**src/rtl/usb_rx_pkg.sv**
```systemverilog
// Shared types and constants for the USB full-speed receive path.
package usb_rx_pkg;

   typedef enum logic [1:0] {
      DATA,
      STUFF,
      SE0_WAIT
   } rx_dec_state_t;

   // Line states packed as {dp, dm}
   localparam logic [1:0] LINE_J   = 2'b10;
   localparam logic [1:0] LINE_K   = 2'b01;
   localparam logic [1:0] LINE_SE0 = 2'b00;

   localparam int DEFAULT_STUFF_LEN = 6;

endpackage

```
**src/rtl/sync_chain.sv**
```systemverilog
// Single-bit multi-flop synchroniser with a selectable reset level.
module sync_chain #(
   parameter int   STAGES  = 2,
   parameter logic RST_VAL = 1'b0
) (
   input  logic clk,
   input  logic n_rst,
   input  logic din,
   output logic dout
);

   logic [STAGES-1:0] stage_reg;
   logic [STAGES-1:0] stage_next;

   genvar gi;
   generate
      for (gi = 0; gi < STAGES; gi++) begin : g_stage
         if (gi == 0) begin : g_first
            assign stage_next[gi] = din;
         end else begin : g_rest
            assign stage_next[gi] = stage_reg[gi-1];
         end
      end
   endgenerate

   always_ff @(posedge clk) begin
      if (!n_rst) begin
         stage_reg <= {STAGES{RST_VAL}};
      end else begin
         stage_reg <= stage_next;
      end
   end

   assign dout = stage_reg[STAGES-1];

endmodule

```
**src/rtl/usb_rx_nrzi_unstuff.sv**
```systemverilog
// USB full-speed RX line decoder: input synchronisation, NRZI decode,
// bit unstuffing with violation flag, and SE0-based end-of-packet detection.
module usb_rx_nrzi_unstuff
   import usb_rx_pkg::*;
#(
   parameter int STUFF_LEN    = DEFAULT_STUFF_LEN,
   parameter int SYNC_STAGES  = 2,
   parameter int EOP_SE0_BITS = 2
) (
   input  logic clk,
   input  logic n_rst,
   input  logic d_plus,
   input  logic d_minus,
   input  logic shift_enable,
   output logic d_orig,
   output logic bit_valid,
   output logic stuff_err,
   output logic eop,
   output logic se0
);

   localparam int OW = $clog2(STUFF_LEN + 1);
   localparam int SW = $clog2(EOP_SE0_BITS + 1);
   localparam logic [OW-1:0] ONES_MAX = OW'(STUFF_LEN);
   localparam logic [SW-1:0] SE0_MAX  = SW'(EOP_SE0_BITS);

   logic [1:0] line_raw;
   logic [1:0] line_s;
   logic       dp_s;
   logic       dm_s;

   assign line_raw = {d_plus, d_minus};

   // Bit 1 carries D+ and bit 0 carries D-, so the J constant gives each chain its idle level
   genvar gi;
   generate
      for (gi = 0; gi < 2; gi++) begin : g_sync
         sync_chain #(
            .STAGES  (SYNC_STAGES),
            .RST_VAL (LINE_J[gi])
         ) u_sync (
            .clk   (clk),
            .n_rst (n_rst),
            .din   (line_raw[gi]),
            .dout  (line_s[gi])
         );
      end
   endgenerate

   assign dp_s = line_s[1];
   assign dm_s = line_s[0];

   rx_dec_state_t state_reg;
   logic          prev_lvl_reg;
   logic [OW-1:0] ones_cnt_reg;
   logic [OW-1:0] ones_cnt_next;
   logic [SW-1:0] se0_cnt_reg;
   logic [SW-1:0] se0_cnt_next;
   logic          d_orig_reg;
   logic          bit_valid_reg;
   logic          stuff_err_reg;
   logic          eop_reg;
   logic          se0_reg;
   logic          line_se0;
   logic          raw_bit;

   assign line_se0      = ({dp_s, dm_s} == LINE_SE0);
   assign raw_bit       = (dp_s == prev_lvl_reg);
   assign ones_cnt_next = ones_cnt_reg + OW'(1);
   assign se0_cnt_next  = se0_cnt_reg + SW'(1);

   always_ff @(posedge clk) begin
      if (!n_rst) begin
         state_reg     <= DATA;
         prev_lvl_reg  <= 1'b1;
         ones_cnt_reg  <= '0;
         se0_cnt_reg   <= '0;
         d_orig_reg    <= 1'b1;
         bit_valid_reg <= 1'b0;
         stuff_err_reg <= 1'b0;
         eop_reg       <= 1'b0;
         se0_reg       <= 1'b0;
      end else begin
         bit_valid_reg <= 1'b0;
         stuff_err_reg <= 1'b0;
         eop_reg       <= 1'b0;
         se0_reg       <= line_se0;
         if (shift_enable) begin
            if (line_se0) begin
               // SE0 overrides any pending stuff bit; saturating counter gives one eop per run
               ones_cnt_reg <= '0;
               state_reg    <= SE0_WAIT;
               if (se0_cnt_reg != SE0_MAX) begin
                  se0_cnt_reg <= se0_cnt_next;
                  if (se0_cnt_next == SE0_MAX) begin
                     eop_reg <= 1'b1;
                  end
               end
            end else begin
               prev_lvl_reg <= dp_s;
               se0_cnt_reg  <= '0;
               case (state_reg)
                  DATA: begin
                     d_orig_reg    <= raw_bit;
                     bit_valid_reg <= 1'b1;
                     if (raw_bit) begin
                        ones_cnt_reg <= ones_cnt_next;
                        if (ones_cnt_next == ONES_MAX) begin
                           state_reg <= STUFF;
                        end
                     end else begin
                        ones_cnt_reg <= '0;
                     end
                  end
                  STUFF: begin
                     stuff_err_reg <= raw_bit;
                     ones_cnt_reg  <= '0;
                     state_reg     <= DATA;
                  end
                  default: begin
                     // First symbol after SE0 is not decoded; reference level returns to J
                     prev_lvl_reg <= 1'b1;
                     ones_cnt_reg <= '0;
                     state_reg    <= DATA;
                  end
               endcase
            end
         end
      end
   end

   assign d_orig    = d_orig_reg;
   assign bit_valid = bit_valid_reg;
   assign stuff_err = stuff_err_reg;
   assign eop       = eop_reg;
   assign se0       = se0_reg;

endmodule

```
**config.mk**
```make
export PLATFORM = sky130hd
export DESIGN_NAME = usb_rx_nrzi_unstuff
export DESIGN_NICKNAME = d
export VERILOG_FILES = /design/src/rtl/usb_rx_pkg.sv /design/src/rtl/sync_chain.sv /design/src/rtl/usb_rx_nrzi_unstuff.sv
export SDC_FILE = /design/constraint.sdc
export NUM_CORES = 1
export LEC_CHECK = 0
export CORE_MARGIN = 4
export CORE_UTILIZATION = 55
export CTS_CLUSTER_DIAMETER = 80
export DETAILED_ROUTE_END_ITERATION = 12
export GPL_TIMING_DRIVEN = 1
export HOLD_SLACK_MARGIN = 0.08
export PLACE_DENSITY_LB_ADDON = 0.08
export SYNTH_ARGS = -nofsm -noshare
export SYNTH_HDL_FRONTEND = slang
export SYNTH_HIERARCHICAL = 1
export SYNTH_SLANG_ARGS = --single-unit
```
**constraint.sdc**
```tcl
create_clock -name clk -period 3.3 [get_ports clk]
set_clock_uncertainty 0.15 [all_clocks]
set_input_delay 0.66 -clock clk [delete_from_list [all_inputs] [get_ports clk]]
set_output_delay 0.66 -clock clk [all_outputs]
set_load 0.01 [all_outputs]
```
==> results.ini <==
[route]
detail_route.wl_per_cell_um=12.42
route.detailed.drc=0
detail_route.first_pass.iterations=4
via_count=550
avgViaCountPerCell=5.446
drtAntennaViolNets=0
totalWireLength_um=1254
drt_iter0_markers=7

[placed_design]
portBuffers=9
dpl-instance-area_um2=854.6
dp_hpwl_um=922.5
finalWeightedCongestion=0.6944

[logic_synthesis]
postSynthNetCount=83
post_synth_inst_count=74
postSynth.topFlopCell=dfxtp_1
synth.cell_area_um2=749.5
synth_cell_types=27
synth.yosys.seq_area_share_pct=45.41
yosys-top-cells-area=dfxtp_1 (45%), ha_1 (6.7%), a21boi_1 (6.0%), nor3b_4 (5.0%), inv_1 (3.5%)
yosysTopAreaCell=dfxtp_1
synth-warning-count=6
total_of_flip_flops_plus_latches_after_synthesis=17
share_of_async_settable_or_async_resettable_flops_after_synthesis_pct=0
synth.avg_cell_area_um2=10.13
synth_top_cell_area_share_pct=45.41
synth_enable_flop_cells=0

[grt]
initial_antenna_violation_count=0
global_route.overflow_total=0
grt_pass1_vias=533
global_route_wire_length_before_repair_um=2180
grt_max_degree=18
groute.usage.overall_pct=15.35

[critical_path]
worst-path-max-fanout=2
critical_path.startpoint_type=flip-flop
path_delay_family=buffers and inverters
endpoint_required_time_on_the_critical_path_ns=2.49
critical-path-max-stage-delay_ns=0.53
critical_path_arrival_ns=1.16
cpMaxStageDelayCell=clkdlybuf4s50_1
critical_path_buffer_and_inverter_count=1
worst_setup_path_end_kind=primary output
worst-setup-path-type=reg -> out
timing.critical_path.cells=clkdlybuf4s50_1

[sta]
layout_min_cycle_time_ns=1.967
finalSetupViolations=0
tns_ns=0
setup_repair_after_global_routing_missed_its_margin=no
clock.fmax_ghz=0.5083
final_min_period_over_clock_period_pct=59.61
timing_worst_slew_pin_value_ns=0.4881
max_slew_margin_pct=67.36
final-max-slew-violation-count=0
timing.final.hold_violations=0
final.hold.worst_slack_ns=0.2781

[die]
std_cell_core_area_mm2=0.001285
die_height_um=44.92
floorplan_row_count=13
total_die_area_mm2=0.002017
floorplan.io_pins=10
initial_utilization_pct=58.33
floorplan.die.width_um=44.92

[job]
drv_cap=0

[cells_and_area]
multiInputGateArea_um2=379.1
syn2layout_area_growth_pct=17.53
final-seq-area_um2=340.3
commonest_non_fill_non_tap_cell_in_the_layout=dfxtp_1
largest_register_ff_count=4
final_layout_net_count=96
final_layout_size_suffix_gt1_share_pct=11.63
layout.filler_cells=119
diodes=0
layout.cells.most_common_list=dfxtp_1 (17), clkdlybuf4s50_1 (9), inv_1 (7)
final_core_utilization_pct=68.55
stdcell_area_um2=880.8

[pwr]
power_per_cell_area_mw_per_mm2=410.7
power_frac_seq_pct=59.9
power_frac_comb_pct=9.6
total_leakage_power_uw=0.0003553
netSwitchingPower_uw=83.61
total_internal_power_uw=278.1
power.clock.fraction_pct=30.4
power.total_uw=361.7
power_switching_share_pct=23.11
vdd_ir_drop_max_mv=0.2425

[cts]
cts.htree.levels=1
cts.repair.resized=0
cts_num_sinks=17
tritoncts.num_buffers=3
cts.reportedPaths.clkPinSlew_ns=0.10
cts_tree=done
ctsLongestPathBuffers=2
cts_root_buffer=clkbuf_4
clk-insertion-delay-late_ns=0.29
cts_setup_buffers=0
cts-hold-fix-buffers=0

[run_status]
outcome=complete, no violations

[hold_path]
hold_path.class=reg -> reg

==> synthesized netlist by cell type (all sizes together) (2+ instances only) <==
master,number
dfxtp,17
inv,7
a21boi,6
o21ai,5
and2,4
ha,4
nand2,4
nor2b,4
nand2b,3
nor3b,3
o211ai,3
and3,2
nor2,2
==> layer usage <==
layer,vias up,wire [um],global-route usage (%)
met1,257,558,16.01
met2,13,618,27.22
met3,4,53,3.586
met5,-,0,0
li1,276,-,-
met4,0,23,9.942
==> kinds of logic (layout without fill, tap and decap cells) <==
| family | after synthesis | after routing | synth area share (%) |
|---|---|---|---|
| AND/OR/NAND/NOR | 27 | 27 | 26.04 |
| multiplexers | 1 | 1 | 1.336 |
| flip-flops | 17 | 17 | 45.41 |
| AO/OA/AOI/OAI | 17 | 17 | 16.53 |
| buffers and inverters | 8 | 20 | 4.007 |
| adder cells (fa/ha/maj) | 4 | 4 | 6.678 |
==> final timing paths <==
path | endpoint | depth (start not counted) | slack [ns] | from
hold / removal | g_sync[1].u_sync/stage_reg[1] | 1 | 0.28 | g_sync[1].u_sync/stage_reg[0]
hold reg to reg | g_sync[1].u_sync/stage_reg[1] | 1 | 0.28 | g_sync[1].u_sync/stage_reg[0]
setup / recovery | d_orig | 1 | 1.33 | d_orig
setup reg to reg | se0_cnt_reg[1] | 5 | 1.88 | se0_cnt_reg[0]
==> metrics by stage <==
stage | instances | worst slack (ns)
2_1_floorplan | 74 | 1.920
3_3_place_gp | 97 | 1.215
3_5_place_dp | 97 | 1.187
4_1_cts | 101 | 1.310
5_1_grt | 101 | 1.272
6_report | 101 | 1.333
==> power groups by stage <==
stage	clock network, uW	registers (uW)	logic [uW]
2_1_floorplan	0	222	20.1
5_1_grt	121	218	38.8
6_report	110	217	34.8
3_3_place_gp	0	221	33.7
4_1_cts	114	217	35.1
3_5_place_dp	0	222	34.5
==> cell type report <==
class	count	share of cell area, %
clock buffer	4	2.983
tap	15	2.131
multi-input combinational	49	43.04
inverter	7	2.983
sequential	17	38.64
timing repair buffer	9	10.23
Note: power is estimated with default switching activity, not from simulation.
